`config.mk`:
```
export PLATFORM = sky130hd
export DESIGN_NAME = bsg_fifo_1r1w_ctrl
export DESIGN_NICKNAME = d
export VERILOG_FILES = /design/src/rtl/bsg_fifo_ctrl_pkg.sv /design/src/rtl/bsg_fifo_ctrl_ptr.sv /design/src/rtl/bsg_fifo_1r1w_ctrl.sv
export SDC_FILE = /design/constraint.sdc
export NUM_CORES = 1
export LEC_CHECK = 0
export BUFFER_PORTS_ARGS = -buffer_cell sky130_fd_sc_hd__clkbuf_2
export CORE_AREA = 2 2 39 41
export DETAILED_ROUTE_END_ITERATION = 10
export DIE_AREA = 0 0 41 43
export GPL_ROUTABILITY_DRIVEN = 0
export SLEW_MARGIN = 15
export SYNTH_ARGS = -nofsm -noshare
export SYNTH_HDL_FRONTEND = slang
export SYNTH_SLANG_ARGS = --single-unit
```
`constraint.sdc`:
```
create_clock -name clk_i -period 2.85 [get_ports clk_i]
set_input_delay 0 -clock clk_i [delete_from_list [all_inputs] [get_ports clk_i]]
set_output_delay 0 -clock clk_i [all_outputs]
set_load 0.03 [all_outputs]
```
`src/rtl/bsg_fifo_ctrl_pkg.sv`:
```
// -----------------------------------------------------------------------------
// bsg_fifo_ctrl_pkg
//   Shared types and helpers for the 1R1W FIFO controller.
//   - fifo_state_e : occupancy state of the controller (EMPTY/PARTIAL/FULL)
//   - safe_clog2   : clog2 that never returns 0, so a depth of 1 or 2 still
//                    yields a 1-bit address
// -----------------------------------------------------------------------------
package bsg_fifo_ctrl_pkg;

   typedef enum logic [1:0] {
      EMPTY   = 2'd0,
      PARTIAL = 2'd1,
      FULL    = 2'd2
   } fifo_state_e;

   function automatic int safe_clog2(input int n);
      return (n <= 2) ? 1 : $clog2(n);
   endfunction

endpackage

```
`src/rtl/bsg_fifo_ctrl_ptr.sv`:
```
// -----------------------------------------------------------------------------
// bsg_fifo_ctrl_ptr
//   Wrapping pointer for a FIFO of arbitrary (non power-of-two) depth. Counts
//   0..els_p-1 and wraps back to 0 by explicit compare.
// Ports:
//   clk_i       in   clock, state on posedge
//   reset_n_i   in   asynchronous active-low reset, pointer -> 0
//   incr_i      in   advance the pointer on this clock edge
//   ptr_o       out  current pointer value (flop output)
//   ptr_next_o  out  value the pointer takes on the next edge
// -----------------------------------------------------------------------------
module bsg_fifo_ctrl_ptr
   import bsg_fifo_ctrl_pkg::*;
#(
   parameter int els_p        = 2,
   parameter int ptr_width_lp = safe_clog2(els_p)
) (
   input  logic                    clk_i,
   input  logic                    reset_n_i,
   input  logic                    incr_i,
   output logic [ptr_width_lp-1:0] ptr_o,
   output logic [ptr_width_lp-1:0] ptr_next_o
);

   localparam logic [ptr_width_lp-1:0] last_lp = ptr_width_lp'(els_p - 1);

   // NOTE: every output of a combinational block gets a default first, so no
   // path leaves it unassigned and no latch is inferred.
   always_comb begin
      ptr_next_o = ptr_o;
      if (incr_i) begin
         ptr_next_o = (ptr_o == last_lp) ? '0 : ptr_o + ptr_width_lp'(1);
      end
   end

   // NOTE: sequential state uses non-blocking assignments so every flop samples
   // pre-edge values regardless of process ordering.
   always_ff @(posedge clk_i or negedge reset_n_i) begin
      if (!reset_n_i) begin
         ptr_o <= '0;
      end else begin
         ptr_o <= ptr_next_o;
      end
   end

endmodule

```
`src/rtl/bsg_fifo_1r1w_ctrl.sv`:
```
// -----------------------------------------------------------------------------
// bsg_fifo_1r1w_ctrl
//   Ready/valid FIFO controller in front of a 1R1W asynchronous-read memory.
//   Generates all memory addresses/enables; read and write addresses only
//   coincide when EMPTY (no read) or FULL (no write), so the memory needs no
//   same-address read/write support and no bypass path exists.
// Ports:
//   clk_i, reset_n_i            clock / async active-low reset
//   v_i, data_i, ready_o        input stream (ready_o is a flop output)
//   v_o, data_o, yumi_i         output stream (data_o = mem_r_data_i)
//   count_o                     occupancy 0..els_p (flop output)
//   mem_w_v_o/addr_o/data_o     memory write port (tail pointer)
//   mem_r_v_o/addr_o, mem_r_data_i  memory read port (head pointer)
// Configuration:
//   BSG_FIFO_1R1W_CTRL_ASSERT_EN  enables simulation protocol assertions.
// Parameters width_p and els_p must always be set by the integrator.
// -----------------------------------------------------------------------------
module bsg_fifo_1r1w_ctrl
   import bsg_fifo_ctrl_pkg::*;
#(
   parameter int width_p        = 1,
   parameter int els_p          = 2,
   parameter int addr_width_lp  = safe_clog2(els_p),
   parameter int count_width_lp = $clog2(els_p + 1)
) (
   input  logic                      clk_i,
   input  logic                      reset_n_i,

   input  logic                      v_i,
   input  logic [width_p-1:0]        data_i,
   output logic                      ready_o,

   output logic                      v_o,
   output logic [width_p-1:0]        data_o,
   input  logic                      yumi_i,

   output logic [count_width_lp-1:0] count_o,

   output logic                      mem_w_v_o,
   output logic [addr_width_lp-1:0]  mem_w_addr_o,
   output logic [width_p-1:0]        mem_w_data_o,
   output logic                      mem_r_v_o,
   output logic [addr_width_lp-1:0]  mem_r_addr_o,
   input  logic [width_p-1:0]        mem_r_data_i
);

   fifo_state_e                state_r, state_n;
   logic                       v_r, ready_r;
   logic [count_width_lp-1:0]  count_r;
   logic                       enq, deq;
   logic [addr_width_lp-1:0]   head, head_next, tail, tail_next;

   // NOTE: the memory array itself is never reset; head/tail/state alone decide
   // which entries are valid, so a reset discards contents instantly.
   bsg_fifo_ctrl_ptr #(.els_p(els_p), .ptr_width_lp(addr_width_lp)) u_head (
      .clk_i      (clk_i),
      .reset_n_i  (reset_n_i),
      .incr_i     (deq),
      .ptr_o      (head),
      .ptr_next_o (head_next)
   );

   bsg_fifo_ctrl_ptr #(.els_p(els_p), .ptr_width_lp(addr_width_lp)) u_tail (
      .clk_i      (clk_i),
      .reset_n_i  (reset_n_i),
      .incr_i     (enq),
      .ptr_o      (tail),
      .ptr_next_o (tail_next)
   );

   // State register. v_o/ready_o are registered from the next state so they
   // are pure flop outputs rather than a decode of state_r.
   always_ff @(posedge clk_i or negedge reset_n_i) begin
      if (!reset_n_i) begin
         state_r <= EMPTY;
         v_r     <= 1'b0;
         ready_r <= 1'b1;
         count_r <= '0;
      end else begin
         state_r <= state_n;
         v_r     <= (state_n != EMPTY);
         ready_r <= (state_n != FULL);
         case ({enq, deq})
            2'b10:   count_r <= count_r + count_width_lp'(1);
            2'b01:   count_r <= count_r - count_width_lp'(1);
            default: count_r <= count_r;
         endcase
      end
   end

   // Next-state logic. Enq and deq together in PARTIAL keep the occupancy,
   // so only single-sided transfers can reach FULL or EMPTY.
   always_comb begin
      state_n = state_r;
      case (state_r)
         EMPTY:   if (enq) state_n = PARTIAL;
         PARTIAL: begin
            if (enq && !deq && (tail_next == head))      state_n = FULL;
            else if (deq && !enq && (head_next == tail)) state_n = EMPTY;
         end
         FULL:    if (deq) state_n = PARTIAL;
         default: state_n = EMPTY;
      endcase
   end

   // Output logic. deq is gated by v_r so an illegal yumi while empty cannot
   // move the head pointer.
   always_comb begin
      enq          = v_i & ready_r;
      deq          = yumi_i & v_r;
      ready_o      = ready_r;
      v_o          = v_r;
      count_o      = count_r;
      data_o       = mem_r_data_i;
      mem_w_v_o    = enq;
      mem_w_addr_o = tail;
      mem_w_data_o = data_i;
      mem_r_v_o    = v_r;
      mem_r_addr_o = head;
   end

`ifdef BSG_FIFO_1R1W_CTRL_ASSERT_EN
   always @(posedge clk_i) begin
      if (reset_n_i) begin
         assert (!(yumi_i && !v_r))
            else $error("bsg_fifo_1r1w_ctrl: yumi_i asserted while v_o=0");
         assert (count_r <= count_width_lp'(els_p))
            else $error("bsg_fifo_1r1w_ctrl: count_o exceeds els_p");
         assert (!(mem_w_v_o && mem_r_v_o && (mem_w_addr_o == mem_r_addr_o)))
            else $error("bsg_fifo_1r1w_ctrl: same-address read and write");
      end
   end
`else
   // Assertions disabled: no checking logic is elaborated.
`endif

endmodule

```
==> summary.txt, run 1 <==
Hold path
  • Endpoint, Worst Hold: data_o
  • Hold crit path type: in -> out
  • Worst Hold Path Cells: 0
  • Hold wc startpoint: mem_r_data_i

Clock tree
  • Maximum buffer depth of the clock tree: 2
  • Clock slew at the register clock pins of the worst setup and hold paths: 0.06 ns
  • Clock insertion delay at the later pin of the skew report: 0.25 ns
  • Clock tree from TritonCTS: done
  • Total of cells resized after clock tree synthesis: 0
  • Cell at the root of the clock tree: clkbuf_4
  • Clk sinks: 8
  • Maximum level of the CTS H-tree: 1
  • Post-CTS setup repair buffer count: 0
  • TritonCTS buffer count: 3

Routing
  • Routed met3 length: 41 um
  • Final wirelength: 751 um
  • Detailed-route via count: 323
  • Number of nets with antenna violations after detailed routing: 0
  • Met2 wire length: 361 um
  • First DRT Iteration DRCs: 4
  • Number of remaining DRC errors: 0
  • Metal1 wirelength: 333 um
  • First-pass iteration count of the detailed router: 4
  • Highest metal layer with signal wires: met4
  • Routed wire length per instance: 10.73 um
  • Via count normalized by instance count: 4.614

Floorplanning
  • Die H: 43 um
  • Starting Density: 31.92%
  • Std-Cell Rows: 14
  • Total die area: 1763 um2
  • Die boundary width: 41 um
  • Placeable Area: 1384 um2
  • # IOs: 16

Final layout
  • Filler Cell Count: 139
  • Antenna cell count: 0
  • Layout overhead on the synthesized area: 20.11%
  • Multi-input combinational cell area: 202.7 um2
  • Register cell area after layout: 201.4 um2
  • Most common cell after layout, fill and taps aside: clkbuf_2
  • Ratio of cells with drive above 1 in the final layout: 38.89%
  • Commonest non-fill, non-tap cells in the layout: clkbuf_2, dfrtp_1, xnor2_1
  • Final layout net count: 63

Global routing
  • Grt total ovfl: 0
  • Number of antenna violations at the first check in global routing: 0
  • Global-route wire length before repair: 1200 um
  • Number of global-route vias before repair: 284
  • GRT Util Overall: 10.73%
  • Pin count of the biggest net entering global routing: 9

Timing
  • Number of hold violations in the final report: 0
  • Pin slew with the least headroom to its limit: 0.2989 ns
  • Worst-case headroom to the max-slew limit: 79.93%
  • Achievable Freq: 0.5978 GHz
  • Number of failing setup endpoints in the final timing report: 0
  • Final worst path period share: 58.69%
  • Post-Route Skew: 0.01270 ns
  • Setup repair after global routing missed its margin: no
  • Setup total negative slack: 0 ns
  • Final min period: 1.673 ns
  • Final slew viol count: 0

Synth
  • Cell type contributing the most total cell area after synthesis: dfrtp_1
  • Unique masters post-synth: 22
  • Number of register bits inferred by synthesis: 8
  • Total standard cell area after synthesis: 441.7 um2
  • Number of cells produced by synthesis: 41
  • Synthesized netlist net count: 49
  • Per-instance average area after synthesis: 10.77 um2
  • Sequential share of the synthesized area: 45.61%
  • Share of the synthesized area in the top cell type: 39.66%
  • Top cells by area in the synthesized netlist: dfrtp_1, xnor2_1, dfstp_2
  • Warning count from the yosys run: 0

Critical path
  • Reg-to-reg slack, setup: 1.18 ns
  • Endpoint required time on the critical path: 2.99 ns
  • Startpoint of the worst register-to-register path: ready_o
  • R2R cell count: 7
  • Crit Path Class: reg -> reg
  • Critical path peak fanout: 4
  • Crit end category: flip-flop
  • Arrival time of data at the critical path endpoint: 1.81 ns
  • Startpoint Class: flip-flop
  • Reg-to-Reg End: mem_r_v_o

Power
  • Maximum ir drop on the vdd rail: 388.4 uV
  • PD cells: 1260 nW/um2
  • Overall power of the completed layout: 668.7 uW
  • Static Leak: 0.2629 nW

Placement
  • Detail Placement HPWL: 584.5 um
  • Quantity of I/O buffers inserted on ports: 11

Run status
  • Run status: finished clean

Run
  • Number of max-capacitance violations reported: 0
how the worst max path moves through the flow:
stage             from         to  slack (ns)  cells past startpoint
3_3_place_gp   ready_o  mem_r_v_o        1.21                      7
4_1_cts        ready_o  mem_r_v_o        1.18                      7
3_5_place_dp   ready_o  mem_r_v_o        1.17                      7
2_1_floorplan  ready_o  mem_r_v_o        1.01                      7
6_report       ready_o  mem_r_v_o        1.18                      7
5_1_grt        ready_o  mem_r_v_o        1.08                      7
power breakdown:
part	switching (mW)	internal, mW
registers	0.0495	0.169
clock network	0.0396	0.0536
logic	0.218	0.140
cells in the mapped netlist (all sizes together):
| master | count |
|---|---|
| a21boi | 1 |
| a21oi | 1 |
| and3 | 1 |
| buf | 3 |
| dfrtp | 7 |
| dfstp | 1 |
| ha | 2 |
| inv | 4 |
| mux2i | 1 |
| nand2 | 2 |
| nand3b | 1 |
| nor2 | 3 |
| nor3 | 1 |
| nor3b | 1 |
| o21a | 1 |
| o21ai | 2 |
| o22ai | 1 |
| or2b | 1 |
| xnor2 | 5 |
| xor2 | 2 |
sequential cells by signal (all words and copies together) (netlist names):
register / flops
u_tail.ptr_o: 1
count_o: 2
mem_r_v_o: 1
state_r: 2
u_head.ptr_o: 1
ready_o: 1
area by class of cell:
cell class | instances | share of cell area [%]
multi-input combinational | 26 | 38.21
sequential | 8 | 37.97
timing repair buffer | 12 | 12.26
clock buffer | 4 | 4.953
tap | 16 | 3.774
inverter | 4 | 2.830
per-layer routing:
metal,vias to the layer above,track usage (%)
li1,158,-
met1,153,11.88
met2,10,15.31
met3,2,4.712
met4,0,8.000
met5,-,0
timing repair:
action,CTS,global route
endpoints found under the setup margin,0,0
hold buffers,1,0
endpoints found under the hold margin,8,0
metrics by stage:
step | instances | util, % | setup slack [ns] | instance area [um2] | hold WS, ns
after global routing | 70 | 38.34 | 1.084 | 530.5 | 0.0002090
after floorplan | 41 | - | 1.011 | 441.7 | -0.2956
final | 70 | 38.34 | 1.177 | 530.5 | 0.0002636
after CTS | 70 | 38.34 | 1.180 | 530.5 | 0.0002225
after global placement | 65 | 35.71 | 1.212 | 494.2 | -0.1429
after detailed placement | 65 | 35.71 | 1.167 | 494.2 | -0.1410
kinds of logic (layout without fill, tap and decap cells):
| kind of cell | Yosys count | after routing | share of synthesized area, % |
|---|---|---|---|
| fa+ha+maj | 2 | 2 | 5.665 |
| mux | 1 | 1 | 2.266 |
| buf+inv | 7 | 20 | 8.497 |
| xor+xnor | 7 | 7 | 13.88 |
| simple gates | 10 | 10 | 14.16 |
| flops | 8 | 8 | 45.61 |
| compound gates | 6 | 6 | 9.912 |
worst max-delay path: stages (launching register included):
cell	delay [ns]
dfstp_2	0.37
nand2_1	0.15
inv_1	0.11
ha_1	0.21
and3_2	0.20
mux2i_1	0.22
nor3b_2	0.23
o22ai_2	0.09
Note: power is estimated with default switching activity, not from simulation.
==> run 2, diff against run 1 <==
Settings changed: ABC_AREA set to 1.
Clock period 2.85 ns to 1.4 ns, I/O delays scaled along.
==> run 2 against run 1 <==
Synthesized cell count grew 27%. Combinational power grew to 2.7 times the previous value. Critical path depth shrank 2. Largest power group unchanged. Sequential share of layout area shrank 4.6 points. Flip-flop and latch count is the same. Synthesized area grew 4.2%. Via count grew 12%.
==> summary.txt, run 2 <==
Power
  • Static Leak: 0.2949 nW (was 0.2629 nW)
  • Gate power share: 58.2% (was 53.4%)
  • Clock network power share: 11.3% (was 13.9%)
  • Proportion of total power due to net switching: 50.46% (was 45.86%)
  • Overall power of the completed layout: 1.668 mW (was 668.7 uW)
  • Portion of total power attributed to sequential cells: 30.5% (was 32.7%)
  • PD cells: 2743 nW/um2 (was 1260 nW/um2)
  • NetSw: 841.5 uW (was 306.6 uW)
  • Cell-internal power: 826.2 uW (was 362.1 uW)
  • Maximum ir drop on the vdd rail: 1200 uV (was 388.4 uV)

Timing
  • Number of hold violations in the final report: 0 (unchanged)
  • Worst-case headroom to the max-slew limit: 84.05% (was 79.93%)
  • Setup repair after global routing missed its margin: no (unchanged)
  • Number of failing setup endpoints in the final timing report: 0 (unchanged)
  • Final min period: 1.294 ns (was 1.673 ns)
  • Pin slew with the least headroom to its limit: 0.2381 ns (was 0.2989 ns)
  • Post-Route Skew: 0.004993 ns (was 0.01270 ns)
  • Achievable Freq: 0.7729 GHz (was 0.5978 GHz)
  • Final worst path period share: 92.42% (was 58.69%)
  • Final slew viol count: 0 (unchanged)

Clock tree
  • Cell at the root of the clock tree: clkbuf_4 (unchanged)
  • Clk sinks: 8 (unchanged)
  • Clock slew at the register clock pins of the worst setup and hold paths: 0.06 ns (about the same)
  • Clock insertion delay at the later pin of the skew report: 0.25 ns (about the same)
  • Maximum buffer depth of the clock tree: 2 (unchanged)
  • Clock tree from TritonCTS: done (unchanged)
  • TritonCTS buffer count: 3 (unchanged)
  • Total of cells resized after clock tree synthesis: 0 (unchanged)
  • Maximum level of the CTS H-tree: 1 (unchanged)

Routing
  • First-pass iteration count of the detailed router: 3 (was 4)
  • Number of remaining DRC errors: 0 (unchanged)
  • Detailed-route via count: 362 (was 323)
  • Number of nets with antenna violations after detailed routing: 0 (unchanged)
  • Routed wire length per instance: 10.40 um (was 10.73 um)
  • Final wirelength: 842 um (was 751 um)
  • First DRT Iteration DRCs: 6 (was 4)
  • Via count normalized by instance count: 4.469 (was 4.614)

Hold path
  • Hold wc startpoint: mem_r_data_i (unchanged)
  • Hold crit path type: in -> out (unchanged)

Final layout
  • Non-Filler Instances: 81 (was 70)
  • Antenna cell count: 0 (unchanged)
  • Ratio of cells with drive above 1 in the final layout: 49.23% (was 38.89%)
  • Most common cell after layout, fill and taps aside: clkbuf_2 (unchanged)
  • Commonest non-fill, non-tap cells in the layout: clkbuf_2, nand2_1, nand3_1, dfrtp_1 (was clkbuf_2, dfrtp_1, xnor2_1)
  • Final non-filler cell area: 608.1 um2 (was 530.5 um2)
  • Layout overhead on the synthesized area: 32.07% (was 20.11%)
  • Final layout net count: 74 (was 63)

Critical path
  • Critical path peak fanout: 5 (was 4)
  • Startpoint Class: flip-flop (unchanged)
  • Arrival time of data at the critical path endpoint: 1.43 ns (was 1.81 ns)
  • Startpoint of the worst register-to-register path: ready_o (unchanged)
  • Endpoint required time on the critical path: 1.54 ns (was 2.99 ns)
  • Crit path launch: ready_o (unchanged)
  • Crit end category: flip-flop (unchanged)
  • Reg-to-reg slack, setup: 0.11 ns (was 1.18 ns)
  • Crit Path Class: reg -> reg (unchanged)

Synth
  • Unique masters post-synth: 18 (was 22)
  • Commonest cells in the netlist: nand2_1, dfrtp_1, nand3_1, inv_1, nand3_2 (was dfrtp_1, xnor2_1, inv_1, buf_4, nor2_1)
  • Synthesized netlist net count: 60 (was 49)
  • Number of enable flip-flop cells after synthesis: 0 (unchanged)
  • Cell type contributing the most total cell area after synthesis: dfrtp_1 (unchanged)
  • Most frequent cell after synthesis: nand2_1 (was dfrtp_1)
  • Total standard cell area after synthesis: 460.4 um2 (was 441.7 um2)
  • Share of the synthesized area in the top cell type: 38.04% (was 39.66%)
  • Sequential share of the synthesized area: 43.75% (was 45.61%)
  • Per-instance average area after synthesis: 8.855 um2 (was 10.77 um2)
  • Number of register bits inferred by synthesis: 8 (unchanged)
  • Async S/R FF share, synth: 100.0% (unchanged)
  • Number of cells produced by synthesis: 52 (was 41)
  • Warning count from the yosys run: 0 (unchanged)
  • Ys flop type: dfrtp_1 (unchanged)
  • Top cells by area in the synthesized netlist: dfrtp_1, nand3_2, nand3_1 (was dfrtp_1, xnor2_1, dfstp_2)

Floorplanning
  • Total die area: 1763 um2 (unchanged)
  • Starting Density: 33.27% (was 31.92%)
  • Die H: 43 um (unchanged)
  • Die boundary width: 41 um (unchanged)
  • Std-Cell Rows: 14 (unchanged)
  • # IOs: 16 (unchanged)
  • Placeable Area: 1384 um2 (unchanged)

Run
  • Number of max-capacitance violations reported: 0 (unchanged)

Placement
  • Placed instance area: 571.8 um2 (was 494.2 um2)
  • Quantity of I/O buffers inserted on ports: 11 (unchanged)
  • Detail Placement HPWL: 706.8 um (was 584.5 um)
  • Instance count after placement with tap cells included: 76 (was 65)

Global routing
  • Pin count of the biggest net entering global routing: 9 (unchanged)
  • Number of antenna violations at the first check in global routing: 0 (unchanged)
  • Number of global-route vias before repair: 342 (was 284)
  • GRT Util Overall: 12.98% (was 10.73%)
  • Global-route wire length before repair: 1449 um (was 1200 um)
  • Grt total ovfl: 0 (unchanged)

Run status
  • Run status: finished clean (unchanged)
-- run 2: cell count changes in the layout (fill, tap and decap cells not counted), moves of 3 or more --
| cell | previous run | this run |
|---|---|---|
| nand2_1 | 1 | 8 |
| nand3_1 | 0 | 6 |
| nand3_2 | 0 | 4 |
| xnor2_1 | 5 | 2 |
-- run 2: final timing paths --
path,to,cells past startpoint
setup / recovery,count_o[1],5
hold / removal,data_o,0
setup reg to reg,count_o[1],5
hold reg to reg,count_o[1],1
max in group asynchronous,ready_o,2
min in group asynchronous,state_r[0],2
-- run 2: timing repair --
| action | 4_1_cts | 5_1_grt |
|---|---|---|
| hold endpoints to repair | 8 | 0 |
| buffers inserted | 0 | 0 |
| hold buffers | 1 | 0 |
-- run 2: power groups by stage --
stage	clock [mW]	sequential, mW	combinational, mW
floorplan	0	0.674	0.633
global placement	0	0.509	0.976
detailed placement	0	0.513	0.983
CTS	0.199	0.511	0.987
global route	0.216	0.531	1.07
finish	0.189	0.508	0.970
-- run 2: through the flow --
stage	hold slack (ns)	util [%]	setup WS [ns]	TNS, ns
5_1_grt	0.0001943	43.94	0.01776	0
3_3_place_gp	-0.1407	41.32	0.1219	0
6_report	0.00004352	43.94	0.1061	0
4_1_cts	0.0002048	43.94	0.09065	0
2_1_floorplan	-0.2956	-	-0.007048	-0.007048
3_5_place_dp	-0.1385	41.32	0.08904	0
-- run 2: cell families (layout without fill, tap and decap cells) --
logic type / Yosys count / after routing / share of synthesized area (%)
buf+inv: 10 / 23 / 10.60
fa+ha+maj: 2 / 2 / 5.434
compound gates: 3 / 3 / 3.531
flops: 8 / 8 / 43.75
simple gates: 27 / 27 / 32.88
xor+xnor: 2 / 2 / 3.805
-- run 2: critical path: stages (launching register included) --
cell	delay, ns
dfstp_2	0.57
nand2_4	0.09
ha_4	0.23
a21oi_2	0.09
o21ai_1	0.08
xnor2_1	0.12
-- run 2: cell type report --
| cell class | count | area [um2] |
|---|---|---|
| Tap cell | 16 | 20.02 |
| Sequential cell | 8 | 202.7 |
| Fill cell | 146 | 775.7 |
| Inverter | 7 | 30.03 |
| Timing Repair Buffer | 12 | 65.06 |
| Clock buffer | 4 | 26.28 |
| Multi-Input combinational cell | 34 | 264.0 |
-- run 2: routing by layer --
metal  up-vias  part of all wire [%]  global-route usage (%)
met5         -                     0                       0
met4         0                     0                   10.00
met3         0                   4.5                   4.712
met2         7                    48                   16.56
met1       164                    47                   16.94
li1        191                     -                       -
==> run 3, diff against run 2 <==
Settings changed: CTS_CLUSTER_SIZE set to 30.
Clock period 1.4 ns to 1.5 ns, I/O delays scaled along.
==> run 3 against run 2 <==
Critical endpoint unchanged. Worst hold slack is essentially flat. Setup slack gained 0.011 ns. Die area is the same. Maximum frequency shrank 6.4%. Sequential power shrank 8.9%. Critical path depth is the same. Flip-flop and latch count is the same.
==> summary.txt, run 3 (same netlist as run 2, synthesis figures left out) <==
Clock tree
  • TritonCTS buffer count: 3 (unchanged)
  • Clock slew at the register clock pins of the worst setup and hold paths: 0.05 ns (was 0.06 ns)
  • Clk sinks: 8 (unchanged)
  • Hold buffer count at cts: 1 (unchanged)
  • Maximum buffer depth of the clock tree: 2 (unchanged)
  • Post-CTS setup repair buffer count: 0 (unchanged)
  • Cell at the root of the clock tree: clkbuf_4 (unchanged)
  • Maximum level of the CTS H-tree: 1 (unchanged)
  • Clock tree from TritonCTS: done (unchanged)
  • Total of cells resized after clock tree synthesis: 0 (unchanged)
  • Clock insertion delay at the later pin of the skew report: 0.26 ns (was 0.25 ns)

Global routing
  • GRT Util Overall: 13.04% (was 12.98%)
  • Number of global-route vias before repair: 335 (was 342)
  • Global-route wire length before repair: 1400 um (was 1449 um)
  • Grt total ovfl: 0 (unchanged)
  • Number of antenna violations at the first check in global routing: 0 (unchanged)
  • Pin count of the biggest net entering global routing: 9 (unchanged)

Timing
  • Final Hold Slack: 0.0002462 ns (was 0.00004352 ns)
  • Number of hold violations in the final report: 0 (unchanged)
  • Worst-case headroom to the max-slew limit: 82.61% (was 84.05%)
  • Post-Route Skew: 0.005981 ns (was 0.004993 ns)
  • Final worst path period share: 92.21% (was 92.42%)
  • Setup total negative slack: 0 ns (unchanged)
  • Final worst-path setup slack: 0.1169 ns (was 0.1061 ns)
  • Final slew viol count: 0 (unchanged)
  • Final min period: 1.383 ns (was 1.294 ns)
  • Number of failing setup endpoints in the final timing report: 0 (unchanged)
  • Pin slew with the least headroom to its limit: 0.2597 ns (was 0.2381 ns)
  • Achievable Freq: 0.7230 GHz (was 0.7729 GHz)
  • Setup repair after global routing missed its margin: no (unchanged)

Critical path
  • Arrival time of data at the critical path endpoint: 1.52 ns (was 1.43 ns)
  • Crit end category: flip-flop (unchanged)
  • Critical path peak fanout: 5 (unchanged)
  • Reg-to-reg slack, setup: 0.12 ns (was 0.11 ns)
  • R2R cell count: 5 (unchanged)
  • Startpoint Class: flip-flop (unchanged)
  • Crit Path Class: reg -> reg (unchanged)
  • Endpoint required time on the critical path: 1.64 ns (was 1.54 ns)
  • Reg-to-Reg End: count_o[1] (unchanged)
  • Startpoint of the worst register-to-register path: ready_o (unchanged)

Power
  • Overall power of the completed layout: 1.476 mW (was 1.668 mW)
  • Static Leak: 0.2913 nW (was 0.2949 nW)
  • PD cells: 2587 nW/um2 (was 2743 nW/um2)
  • Maximum ir drop on the vdd rail: 1019 uV (was 1200 uV)

Routing
  • Number of nets with antenna violations after detailed routing: 0 (unchanged)
  • First DRT Iteration DRCs: 3 (was 6)
  • Detailed-route via count: 369 (was 362)
  • Via count normalized by instance count: 4.556 (was 4.469)
  • First-pass iteration count of the detailed router: 4 (was 3)
  • Final wirelength: 895 um (was 842 um)
  • Number of remaining DRC errors: 0 (unchanged)
  • Routed wire length per instance: 11.05 um (was 10.40 um)

Final layout
  • Layout overhead on the synthesized area: 23.91% (was 32.07%)
  • Non-Filler Instances: 81 (unchanged)
  • Final non-filler cell area: 570.5 um2 (was 608.1 um2)
  • Antenna cell count: 0 (unchanged)
  • Final layout net count: 74 (unchanged)
  • Final design utilization: 41.23% (was 43.94%)
  • Most common cell after layout, fill and taps aside: clkbuf_2 (unchanged)
  • Ratio of cells with drive above 1 in the final layout: 41.54% (was 49.23%)
  • Commonest non-fill, non-tap cells in the layout: clkbuf_2, nand2_1, nand3_1, dfrtp_1 (unchanged)
  • Filler Cell Count: 148 (was 146)

Floorplanning
  • # IOs: 16 (unchanged)
  • Total die area: 1763 um2 (unchanged)
  • Die H: 43 um (unchanged)
  • Starting Density: 33.27% (unchanged)
  • Die boundary width: 41 um (unchanged)
  • Placeable Area: 1384 um2 (unchanged)
  • Std-Cell Rows: 14 (unchanged)

Placement
  • Instance count after placement with tap cells included: 76 (unchanged)
  • Placed instance area: 534.3 um2 (was 571.8 um2)
  • Minimum setup slack after placement: 0.1189 ns (was 0.08904 ns)
  • Quantity of I/O buffers inserted on ports: 11 (unchanged)
  • Detail Placement HPWL: 701.5 um (was 706.8 um)

Hold path
  • Hold crit path type: in -> out (unchanged)
  • Endpoint, Worst Hold: data_o (unchanged)
  • Worst Hold Path Cells: 0 (unchanged)
  • Hold wc startpoint: mem_r_data_i (unchanged)

Run
  • Number of max-capacitance violations reported: 0 (unchanged)

Run status
  • Run status: finished clean (unchanged)
==> run 3: final cells by class <==
cell class / count / area (um2) / share of cell area [%]
multi-input combinational: 34 / 227.7 / 39.91
sequential: 8 / 201.4 / 35.31
timing repair buffer: 12 / 65.06 / 11.40
inverter: 7 / 30.03 / 5.263
clock buffer: 4 / 26.28 / 4.605
tap: 16 / 20.02 / 3.509
==> run 3: how the worst max path moves through the flow <==
| stage | cells past startpoint | from | endpoint | slack (ns) |
|---|---|---|---|---|
| final | 5 | ready_o | count_o[1] | 0.12 |
| after detailed placement | 5 | ready_o | count_o[1] | 0.12 |
| after global routing | 5 | ready_o | count_o[1] | 0.01 |
| after CTS | 5 | ready_o | count_o[1] | 0.11 |
| after global placement | 5 | ready_o | count_o[1] | 0.16 |
| after floorplan | 6 | ready_o | mem_r_v_o | 0.02 |
==> run 3: report_power, final <==
group	internal [mW]	total, mW	switching [mW]	leakage (nW)
combinational	0.287	0.831	0.543	0.182
sequential	0.344	0.463	0.119	0.0948
clock	0.102	0.182	0.0802	0.0150
total	0.734	1.48	0.742	0.291
==> run 3: critical path: stages, from the launching register on <==
cell and delay (ns):
dfstp_2 0.57, nand2_4 0.09, ha_4 0.25, a21oi_1 0.11, o21ai_0 0.11, xnor2_1 0.14
==> run 3: routing by layer <==
metal | track usage (%) | share of wire [%]
met5 | 0 | 0
met4 | 12.00 | 4.0
met3 | 6.283 | 6.9
met2 | 17.19 | 45
met1 | 14.47 | 44
